### src/rtl/sram_like_axi_bridge.sv
// Bridges the CPU's instruction and data sram-like channels onto one AXI3 master port,
// issuing a single-beat transaction at a time with data-channel priority.
module sram_like_axi_bridge #(
  parameter logic [3:0] INST_ID = 4'd0,
  parameter logic [3:0] DATA_ID = 4'd1
) (
  input  logic        clk,
  input  logic        resetn,
  input  logic        inst_req,
  input  logic        inst_wr,
  input  logic [1:0]  inst_size,
  input  logic [31:0] inst_addr,
  input  logic [31:0] inst_wdata,
  output logic [31:0] inst_rdata,
  output logic        inst_addr_ok,
  output logic        inst_data_ok,
  input  logic        data_req,
  input  logic        data_wr,
  input  logic [1:0]  data_size,
  input  logic [31:0] data_addr,
  input  logic [31:0] data_wdata,
  output logic [31:0] data_rdata,
  output logic        data_addr_ok,
  output logic        data_data_ok,
  output logic [3:0]  arid,
  output logic [31:0] araddr,
  output logic [3:0]  arlen,
  output logic [2:0]  arsize,
  output logic [1:0]  arburst,
  output logic        arvalid,
  input  logic        arready,
  input  logic [3:0]  rid,
  input  logic [31:0] rdata,
  input  logic        rlast,
  input  logic        rvalid,
  output logic        rready,
  output logic [3:0]  awid,
  output logic [31:0] awaddr,
  output logic [3:0]  awlen,
  output logic [2:0]  awsize,
  output logic [1:0]  awburst,
  output logic        awvalid,
  input  logic        awready,
  output logic [31:0] wdata,
  output logic [3:0]  wstrb,
  output logic        wlast,
  output logic        wvalid,
  input  logic        wready,
  input  logic        bvalid,
  output logic        bready
);

  typedef enum logic [2:0] {IDLE, RD_ADDR, RD_DATA, WR_ADDR, WR_RESP} state_e;

  state_e      state_q;
  logic        owner_q;
  logic [1:0]  size_q;
  logic [31:0] addr_q;
  logic [31:0] wdata_q;
  logic [3:0]  wstrb_q;
  logic        aw_done_q;
  logic        w_done_q;

  logic        idle;
  logic        grant;
  logic        sel_wr;
  logic [1:0]  sel_size;
  logic [31:0] sel_addr;
  logic [31:0] sel_wdata;
  logic        resp_fire;
  logic        unused_ok;

  function automatic logic [3:0] byte_strb(input logic [1:0] size, input logic [1:0] lsb);
    case (size)
      2'd0:    byte_strb = 4'b0001 << lsb;
      2'd1:    byte_strb = lsb[1] ? 4'b1100 : 4'b0011;
      default: byte_strb = 4'b1111;
    endcase
  endfunction

  // Grants are masked during reset so every handshake output reads 0 while resetn is low.
  assign idle         = (state_q == IDLE) && resetn;
  assign data_addr_ok = idle && data_req;
  assign inst_addr_ok = idle && inst_req && !data_req;
  assign grant        = idle && (inst_req || data_req);

  assign sel_wr    = data_req ? data_wr    : inst_wr;
  assign sel_size  = data_req ? data_size  : inst_size;
  assign sel_addr  = data_req ? data_addr  : inst_addr;
  assign sel_wdata = data_req ? data_wdata : inst_wdata;

  always_ff @(posedge clk or negedge resetn) begin
    if (!resetn) begin
      state_q   <= IDLE;
      owner_q   <= 1'b0;
      size_q    <= 2'd0;
      addr_q    <= 32'd0;
      wdata_q   <= 32'd0;
      wstrb_q   <= 4'd0;
      aw_done_q <= 1'b0;
      w_done_q  <= 1'b0;
    end else begin
      case (state_q)
        IDLE: begin
          if (grant) begin
            owner_q <= data_req;
            size_q  <= sel_size;
            addr_q  <= sel_addr;
            wdata_q <= sel_wdata;
            wstrb_q <= byte_strb(sel_size, sel_addr[1:0]);
            state_q <= sel_wr ? WR_ADDR : RD_ADDR;
          end
        end
        RD_ADDR: if (arready) state_q <= RD_DATA;
        RD_DATA: if (rvalid) state_q <= IDLE;
        WR_ADDR: begin
          // AW and W complete independently; leave once both have been seen.
          if ((aw_done_q || awready) && (w_done_q || wready)) begin
            state_q   <= WR_RESP;
            aw_done_q <= 1'b0;
            w_done_q  <= 1'b0;
          end else begin
            aw_done_q <= aw_done_q || awready;
            w_done_q  <= w_done_q || wready;
          end
        end
        WR_RESP: if (bvalid) state_q <= IDLE;
        default: state_q <= IDLE;
      endcase
    end
  end

  assign arid    = owner_q ? DATA_ID : INST_ID;
  assign araddr  = addr_q;
  assign arsize  = {1'b0, size_q};
  assign arlen   = 4'd0;
  assign arburst = 2'b01;
  assign arvalid = (state_q == RD_ADDR);
  assign rready  = (state_q == RD_DATA);

  assign awid    = owner_q ? DATA_ID : INST_ID;
  assign awaddr  = addr_q;
  assign awsize  = {1'b0, size_q};
  assign awlen   = 4'd0;
  assign awburst = 2'b01;
  assign awvalid = (state_q == WR_ADDR) && !aw_done_q;
  assign wvalid  = (state_q == WR_ADDR) && !w_done_q;
  assign wlast   = wvalid;
  assign wdata   = wdata_q;
  assign wstrb   = wstrb_q;
  assign bready  = (state_q == WR_RESP);

  assign resp_fire    = ((state_q == RD_DATA) && rvalid) || ((state_q == WR_RESP) && bvalid);
  assign inst_data_ok = resp_fire && !owner_q;
  assign data_data_ok = resp_fire && owner_q;
  assign inst_rdata   = rdata;
  assign data_rdata   = rdata;

  // Only one transaction is ever in flight, so the read ID and last flag carry no information.
  assign unused_ok = ^{rid, rlast};

endmodule

### config.mk
export PLATFORM = sky130hd
export DESIGN_NAME = sram_like_axi_bridge
export DESIGN_NICKNAME = d
export VERILOG_FILES = /design/src/rtl/sram_like_axi_bridge.sv
export SDC_FILE = /design/constraint.sdc
export NUM_CORES = 1
export LEC_CHECK = 0
export ABC_AREA = 1
export CORE_AREA = 4 4 145 147
export CTS_BUF_LIST = sky130_fd_sc_hd__clkbuf_4 sky130_fd_sc_hd__clkbuf_8
export DETAILED_ROUTE_END_ITERATION = 8
export DIE_AREA = 0 0 149 151
export PLACE_DENSITY_LB_ADDON = 0.05
export SETUP_SLACK_MARGIN = 0.5
export SLEW_MARGIN = 20
export SYNTH_ARGS = -nofsm -noshare
export SYNTH_HDL_FRONTEND = slang
export SYNTH_SLANG_ARGS = --single-unit
### constraint.sdc
create_clock -name clk -period 4.7 [get_ports clk]
set_clock_uncertainty 0.1 [all_clocks]
set_input_delay 0.47 -clock clk [delete_from_list [all_inputs] [get_ports clk]]
set_output_delay 0.47 -clock clk [all_outputs]
set_load 0.02 [all_outputs]
; ---- Word-level counts from Yosys, hierarchy flattened
; Cells that the tools add are included.
[totals]
regBits = 76
latch_bits = 0
ramBits = 0
rom_bits = 0
inputBits = 180
out_inout_bits = 200
word_cells = 59
n_memories = 0
[classes]
add_sub_neg = 0
multipliers = 0
div = 0
order_cmp = 0
eq_ne = 10
shifts = 1
muxes = 16
n_bitwise = 0
reduce_logical = 24
[op_table]
columns = cell, count
row1 = 32-bit two-way mux, 2
row2 = 3-bit two-way mux, 5
row3 = 3-bit case mux with 5 select lines, 1
row4 = 1-bit logical AND, 12
row5 = 2-bit != test (second input constant), 4
row6 = 4-bit case mux with 2 select lines, 1
row7 = 3-bit by 2-bit == test with 1-bit output (second input constant), 2
row8 = 5-bit AND reduction, 1
row9 = 1-bit logical NOT, 4
row10 = 1-bit logical OR, 4
row11 = 1-bit two-way mux, 4
row12 = 2-bit two-way mux, 2
row13 = 4-bit two-way mux, 1
row14 = 1-bit by 2-bit left shift with 4-bit output (first input constant), 1
row15 = 3-bit by 1-bit == test with 1-bit output (second input constant), 1
row16 = 3-bit == test (second input constant), 1
row17 = 3-bit logical NOT, 1
row18 = 2-bit by 1-bit == test with 1-bit output (second input constant), 1
row19 = 2-bit logical NOT, 1
row20 = 2-bit by 1-bit != test with 1-bit output (second input constant), 1
row21 = 2-bit AND reduction, 1

; ---- Longest topological paths before layout
; Gate-level depths: netlist (run 1).
[depth]
depth_word = 5
depth_mapped = 8
mapped_depth_nobuf = 8

; ---- Worst setup path after synthesis (run 1)
; OpenSTA, ideal clock, no wires.
[synth_timing]
path_kind = register -> output
from = reg state_q[2]
to = out wvalid
arrival_time_ns = 1.300
required_ns = 4.130
setup_slack_ns = 2.830
stages_incl_launch_ff = 5
path_buffers = 1
cell_sequence = dfrtp_1 > nor2_1 > inv_1 > nor2_1 > buf_4
[synth_via]
elab_chain_cells = 2
[synth_rtl]
columns = element, line
row1 = from (decl), 55  ; state_e state_q;
row2 = from (signal assigned), 111  ; state_q <= sel_wr ? WR_ADDR : RD_ADDR;
row3 = 3-bit by 2-bit == test with 1-bit output, 147  ; assign wvalid = (state_q == WR_ADDR) && !w_done_q;
row4 = 1-bit logical AND, 147
row5 = to (decl), 47  ; output logic wvalid,
; No other way between the ends.

; ---- Worst setup path after layout (run 1)
[layout_timing]
from = in resetn
to = out inst_addr_ok
[layout_via]
elab_chain_cells = 3
[layout_rtl]
columns = element, line
row1 = from (decl), 8  ; input logic resetn,
row2 = 1-bit logical AND, 82  ; assign idle = (state_q == IDLE) && resetn;
row3 = 1-bit logical AND (2 in series), 84  ; assign inst_addr_ok = idle && inst_req && !data_req;
row4 = to (decl), 15  ; output logic inst_addr_ok,
; No other way between the ends.

==> results of run 1 <==
[registers in the layout, summed over array words and instances, names as in the netlist]
name and cells:
owner_q 1, w_done_q 1, wdata 32, wstrb 4
size_q 2, state_q 3, araddr 32, aw_done_q 1
[area by class of cell]
type,instances,area (um2),area share [%]
Inverter,24,92.6,1.34
Timing Repair Buffer,263,2620,37.8
Sequential cell,76,1900,27.5
Multi-Input combinational cell,345,1750,25.3
Tap cell,270,338,4.89
Clock inverter,7,91.3,1.32
Clock buffer,9,124,1.79
[per-stage QoR]
stage | cells | area (um2) | hold WS [ns] | utilization (%)
2_1_floorplan | 596 | 4800 | 0.0744 | -
3_3_place_gp | 977 | 6680 | 0.362 | 33.6
3_5_place_dp | 977 | 6680 | 0.365 | 33.6
4_1_cts | 994 | 6910 | 0.389 | 34.7
5_1_grt | 994 | 6910 | 0.404 | 34.7
6_report | 994 | 6910 | 0.386 | 34.7
[routing by layer]
metal  vias to the layer above  GRT usage, %  wire (um)
met4                         0          7.60        694
li1                       1989             -          -
met5                         -             0          0
met1                      1903          15.9       6340
met2                       179          25.0       8260
met3                        51          3.20       1290
[how the worst min path moves through the flow]
stage	cells after the start	to	slack, ns
detailed placement	2	wdata[1]	0.36
floorplan	0	araddr[0]	0.07
global placement	2	wdata[17]	0.36
global route	2	wdata[20]	0.40
finish	2	wdata[1]	0.39
CTS	2	wdata[1]	0.39
[repair_timing]
action,in CTS,in global routing
endpoints found under the setup margin,0,0
hold buffers,1,0
hold endpoints to repair,34,0
[cell usage after synthesis]
library cell / instances
buf_2: 14
nand2_1: 158
buf_4: 122
o211ai_1: 62
inv_1: 23
o22ai_1: 1
nor2_1: 12
o21bai_1: 1
conb_1: 2
nand4_1: 2
nor3_4: 1
inv_2: 1
nand3b_1: 1
or2_2: 64
dfrtp_1: 76
a31oi_1: 1
clkbuf_1: 13
nor2_2: 1
o21ai_0: 10
buf_6: 2
nand3_1: 11
[power groups by stage]
stage | logic (W) | registers (W) | clock network (W)
after global placement | 0.00240 | 0.00120 | 0
after floorplan | 0.00110 | 0.00153 | 0
after global routing | 0.00254 | 0.00124 | 0.000636
after CTS | 0.00241 | 0.00120 | 0.000606
after detailed placement | 0.00240 | 0.00121 | 0
final | 0.00236 | 0.00119 | 0.000576
[tightest hold or removal path, stage by stage (launching register included)]
cell	delay (ns)
dfrtp_1	0.35
nand2_1	0.05
nand2_1	0.06
[kinds of logic after synthesis]
family / Yosys count / synth area share (%)
AO/OA/AOI/OAI: 75 / 11.3
buffers and inverters: 175 / 24.3
other: 2 / 0.159
AND/OR/NAND/NOR: 250 / 24.0
flip-flops: 76 / 40.2
==> load_flow_metrics.sql, run 1 <==
INSERT INTO impl_metrics (metric_group, metric, value, unit) VALUES
('sta', 'finalMaxSlewViolations', '0', ''),
('placed_design', 'dp_hpwl', '12000', 'um'),
('floorplan', 'std_cell_rows', '52', ''),
('sta', 'max_freq', '315', 'MHz'),
('placed_design', 'preCtsSetupSlack', '1.76', 'ns'),
('cells_and_area', 'areaGrowthSynthToFinish', '46.1', '%'),
('worst_hold_path', 'holdCritPathClass', 'reg2reg', ''),
('status', 'outcome', 'complete, no violations', ''),
('synth', 'area_fraction_of_the_dominant_cell_type_after_synthesis', '40.2', '%'),
('sta', 'setup_viol', '0', ''),
('sta', 'tns', '0', 'ns'),
('setup_path', 'cp_data_arrival_time', '2.61', 'ns'),
('floorplan', 'design.die.area', '22500', 'um2'),
('setup_path', 'path_delay_family', 'buffers and inverters', ''),
('setup_path', 'ff2ff_path_depth', '6', ''),
('setup_path', 'crit_path_start', 'resetn', ''),
('cts', 'clock_tree.htree_level_count', '3', ''),
('flow_run', 'timing.max_cap.violations', '0', ''),
('power', 'ir_drop', '0.000149', 'V'),
('sta', 'grt_setup_unrepaired', 'false', ''),
('setup_path', 'path_buf_inv', '4', ''),
('placed_design', 'io_buffer_count', '258', ''),
('setup_path', 'crit_slowest_cell', 'clkdlybuf4s50_1', ''),
('synth', 'ys_warn_count', '0', ''),
('power', 'static-leakage-power', '3.08', 'nW'),
('cts', 'clkSlewWorstSetupHoldPaths', '0.09', 'ns'),
('cts', 'clk_path_buf_depth', '2', ''),
('floorplan', 'initial_utilization', '23.7', '%'),
('synth', 'synthesis.instances', '578', ''),
('cts', 'cts-resized-gates', '0', ''),
('worst_hold_path', 'timing.hold.worst.start', 'wdata[1]', ''),
('cts', 'cts_made_buffers', '9', ''),
('setup_path', 'cpMostUsedCell', 'nor2_1', ''),
('setup_path', 'worstReg2RegEnd', 'wstrb[0]', ''),
('cts', 'clkSinkCount', '76', ''),
('power', 'post-layout-total-power', '0.00413', 'W'),
('power', 'seq_power_share', '28.9', '%'),
('cts', 'cts.root.buffer_cell', 'clkbuf_8', ''),
('synth', 'post_synth_num_cell_types', '21', ''),
('setup_path', 'worst_r2r_startpoint', 'state_q[2]', ''),
('routing', 'vias', '4122', ''),
('synth', 'synth_area_per_cell', '8.18', 'um2'),
('cells_and_area', 'drive_above_1_share', '12.4', '%'),
('power', 'power_density', '597', 'nW/um2'),
('global_routing', 'grt_antenna_before_repair', '0', ''),
('cells_and_area', 'num-fill-cells', '2126', ''),
('cells_and_area', 'layout.nets', '899', ''),
('power', 'total_switching_power', '0.00177', 'W'),
('routing', 'post_drt_via_cell_ratio', '4.15', ''),
('placed_design', 'weighted_congestion_reported_at_the_end_of_routability_driven_placement', '0.695', ''),
('setup_path', 'critical_path_cell_count', '7', ''),
('global_routing', 'groute.usage.overall', '14.2', '%'),
('setup_path', 'worst_setup_path_start_kind', 'primary input', ''),
('sta', 'shortest_clock_period_the_worst_path_allows_after_layout', '3.18', 'ns'),
('global_routing', 'grt-ovfl-total', '0', ''),
('floorplan', 'die-width', '149', 'um'),
('setup_path', 'slowest_delay', '0.61', 'ns'),
('setup_path', 'crit_required', '4.13', 'ns'),
('cells_and_area', 'layout_common_cells', '256 x clkdlybuf4s50_1, 158 x nand2_1, 76 x dfrtp_1', ''),
('cells_and_area', 'mostFrequentLayoutCell', 'clkdlybuf4s50_1', ''),
('cts', 'postCtsSetupBuffers', '0', ''),
('routing', 'route.final.wire_length', '16600', 'um'),
('cells_and_area', 'diodes', '0', ''),
('floorplan', 'chipHeight', '151', 'um'),
('cts', 'tritoncts_clock_tree', 'built', ''),
('synth', 'mapped_cell_area', '4730', 'um2'),
('routing', 'dr_drc_count', '0', ''),
('synth', 'seq_area_frac_synth', '40.2', '%'),
('setup_path', 'critical_path.endpoint_type', 'primary output', ''),
('global_routing', 'grt_pass1_wl', '24300', 'um'),
('synth', 'synth_top_cell_by_area', 'dfrtp_1', '');
Power figures use the tool's default switching activity.
==> run 2, diff against run 1 <==
--- a/config.mk
+++ b/config.mk
@@ -6,10 +6,10 @@
 export NUM_CORES = 1
 export LEC_CHECK = 0
 export ABC_AREA = 1
-export CORE_AREA = 4 4 145 147
+export CORE_AREA = 4 4 146 148
 export CTS_BUF_LIST = sky130_fd_sc_hd__clkbuf_4 sky130_fd_sc_hd__clkbuf_8
 export DETAILED_ROUTE_END_ITERATION = 8
-export DIE_AREA = 0 0 149 151
+export DIE_AREA = 0 0 150 152
 export PLACE_DENSITY_LB_ADDON = 0.05
 export SETUP_SLACK_MARGIN = 0.5
 export SLEW_MARGIN = 20
==> constraint.sdc (replaced) <==
create_clock -name clk -period 3.3 [get_ports clk]
set_clock_uncertainty 0.1 [all_clocks]
set_input_delay 0.33 -clock clk [delete_from_list [all_inputs] [get_ports clk]]
set_output_delay 0.33 -clock clk [all_outputs]
set_load 0.02 [all_outputs]
==> run 2 against run 1 <==
Net effect:
- power increased by 39%
- final area down 0.14%
- via count barely moved
- routed wire length is 0.72% lower
- sequential cell count unchanged
- worst setup slack worse by 0.70 ns
- largest power group unchanged
==> load_flow_metrics.sql, run 2 (synthesis results as in run 1) <==
INSERT INTO impl_metrics (metric_group, metric, value, unit) VALUES
('worst_hold_path', 'min_delay_worst_endpoint', 'wdata[2]', ''),
('setup_path', 'crit_path_start', 'resetn', ''),
('routing', 'detail_route.wl_per_cell', '16.5', 'um'),
('floorplan', 'std_cell_rows', '52', ''),
('global_routing', 'vias_in_the_first_global_route', '4225', ''),
('routing', 'detail_route.first_pass.iterations', '5', ''),
('cells_and_area', 'mostFrequentLayoutCell', 'clkdlybuf4s50_1', ''),
('cells_and_area', 'drive_above_1_share', '12.9', '%'),
('cts', 'tritoncts_clock_tree', 'built', ''),
('worst_hold_path', 'worst_hold_path.num_cells', '2', ''),
('sta', 'hold_viol', '0', ''),
('sta', 'grt_setup_unrepaired', 'false', ''),
('setup_path', 'crit_path_max_fanout', '3', ''),
('global_routing', 'largest_net_degree_at_the_start_of_global_routing', '69', ''),
('routing', 'dr_drc_count', '0', ''),
('setup_path', 'setup.reg_to_reg.worst_slack', '1.17', 'ns'),
('routing', 'vias', '4119', ''),
('placed_design', 'dp_hpwl', '12000', 'um'),
('setup_path', 'worst_r2r_startpoint', 'state_q[2]', ''),
('power', 'post-layout-total-power', '0.00574', 'W'),
('global_routing', 'grt_antenna_before_repair', '0', ''),
('sta', 'headroom_to_the_max_slew_limit', '45.2', '%'),
('cts', 'cts.hold.buffers_added', '1', ''),
('routing', 'antenna_violating_nets_post_route', '0', ''),
('sta', 'fin_crit_sh', '75.2', '%'),
('cells_and_area', 'postLayoutCellArea', '6900', 'um2'),
('worst_hold_path', 'holdCritPathClass', 'reg2reg', ''),
('status', 'outcome', 'complete, no violations', ''),
('setup_path', 'ff2ff_path_depth', '6', ''),
('routing', 'route.final.wire_length', '16500', 'um'),
('setup_path', 'crit_required', '2.87', 'ns'),
('sta', 'fin_worst_hold_slack', '0.380', 'ns'),
('cts', 'clk_path_buf_depth', '2', ''),
('floorplan', 'die-width', '150', 'um'),
('cells_and_area', 'num-fill-cells', '2155', ''),
('routing', 'post_drt_via_cell_ratio', '4.13', ''),
('floorplan', 'io_pins', '380', ''),
('setup_path', 'crit_slowest_cell', 'clkdlybuf4s50_1', ''),
('setup_path', 'worst_path_cell_chain', 'dlygate4sd3_1 > buf_4 > inv_1 > nor2_1 > nand2_1 > nor2_1 > clkdlybuf4s50_1', ''),
('setup_path', 'path_delay_family', 'buffers and inverters', ''),
('setup_path', 'cpMostUsedCell', 'nor2_1', ''),
('placed_design', 'dpl_cell_area', '6710', 'um2'),
('cells_and_area', 'diodes', '0', ''),
('cts', 'cts_made_buffers', '9', ''),
('placed_design', 'dp_cells', '981', ''),
('cells_and_area', 'areaGrowthSynthToFinish', '45.9', '%'),
('cts', 'worst_skew_pair.late_latency', '0.36', 'ns'),
('cts', 'clock_tree.htree_level_count', '3', ''),
('cts', 'postCtsSetupBuffers', '0', ''),
('cells_and_area', 'layout.nets', '903', ''),
('cts', 'cts-resized-gates', '0', ''),
('global_routing', 'groute.usage.overall', '13.8', '%'),
('placed_design', 'weighted_congestion_reported_at_the_end_of_routability_driven_placement', '0.740', ''),
('cells_and_area', 'layout.cells.non_filler', '998', ''),
('setup_path', 'worst_setup_path_start_kind', 'primary input', ''),
('setup_path', 'critical_path.endpoint_type', 'primary output', ''),
('power', 'static-leakage-power', '3.08', 'nW'),
('cells_and_area', 'layout_common_cells', '256 x clkdlybuf4s50_1, 158 x nand2_1, 76 x dfrtp_1', ''),
('sta', 'worst_slew_pin_slew', '0.822', 'ns'),
('setup_path', 'slowest_delay', '0.62', 'ns'),
('setup_path', 'path_buf_inv', '4', ''),
('power', 'ir_drop', '0.000269', 'V'),
('cts', 'cts.root.buffer_cell', 'clkbuf_8', ''),
('sta', 'setup_viol', '0', ''),
('cts', 'clkSinkCount', '76', ''),
('power', 'power_density', '833', 'nW/um2'),
('floorplan', 'chipHeight', '152', 'um'),
('global_routing', 'grt-ovfl-total', '0', ''),
('placed_design', 'io_buffer_count', '258', ''),
('setup_path', 'worst-setup-path-type', 'in2out', ''),
('cts', 'clkSlewWorstSetupHoldPaths', '0.07', 'ns'),
('sta', 'max_freq', '403', 'MHz'),
('floorplan', 'design.die.area', '22800', 'um2'),
('setup_path', 'cp_data_arrival_time', '2.05', 'ns'),
('global_routing', 'grt_pass1_wl', '24600', 'um'),
('worst_hold_path', 'timing.hold.worst.start', 'wdata[2]', ''),
('sta', 'shortest_clock_period_the_worst_path_allows_after_layout', '2.48', 'ns'),
('sta', 'tns', '0', 'ns'),
('routing', 'drt_first_iter_violations', '149', ''),
('sta', 'finalMaxSlewViolations', '0', ''),
('floorplan', 'initial_utilization', '23.6', '%'),
('setup_path', 'worstReg2RegEnd', 'wstrb[3]', ''),
('flow_run', 'timing.max_cap.violations', '0', ''),
('floorplan', 'area_inside_the_core_boundary', '20000', 'um2');
-- run 2: final cells by class --
type | count | area, um2 | share of cell area [%]
repair buffers | 267 | 2650 | 38.3
flip-flops and latches | 76 | 1900 | 27.6
multi-input cells | 345 | 1750 | 25.3
well taps | 270 | 338 | 4.90
clock buffers | 14 | 168 | 2.43
inverters | 24 | 90.1 | 1.31
clock inverters | 2 | 10.0 | 0.145
-- run 2: power by group --
| group | internal (W) | switching (W) |
|---|---|---|
| sequential | 0.00138 | 0.000330 |
| combinational | 0.00157 | 0.00178 |
| clock | 0.000326 | 0.000359 |
-- run 2: how the worst max path moves through the flow --
stage	endpoint	slack (ns)	cells after the start
2_1_floorplan	wvalid	1.57	4
3_3_place_gp	araddr[7]	0.92	6
3_5_place_dp	araddr[1]	0.91	7
4_1_cts	wvalid	0.79	5
5_1_grt	wvalid	0.61	5
6_report	inst_addr_ok	0.82	7
-- run 2: worst register-to-register path: cells and delay by family, from the launching register on --
| family | cells | cell delay, ns |
|---|---|---|
| buf+inv | 1 | 0.63 |
| flops | 1 | 0.43 |
| simple gates | 5 | 0.91 |
-- run 2: stage by stage --
stage	setup WS [ns]	util [%]
6_report	0.817	34.4
5_1_grt	0.609	34.4
4_1_cts	0.788	34.4
3_5_place_dp	0.907	33.5
3_3_place_gp	0.916	33.5
2_1_floorplan	1.57	-
-- run 2: routing by layer --
metal,GRT usage (%),share of wire [%]
met5,0,0
met4,6.19,2.9
met3,3.78,8.7
met2,23.0,47
met1,16.6,41
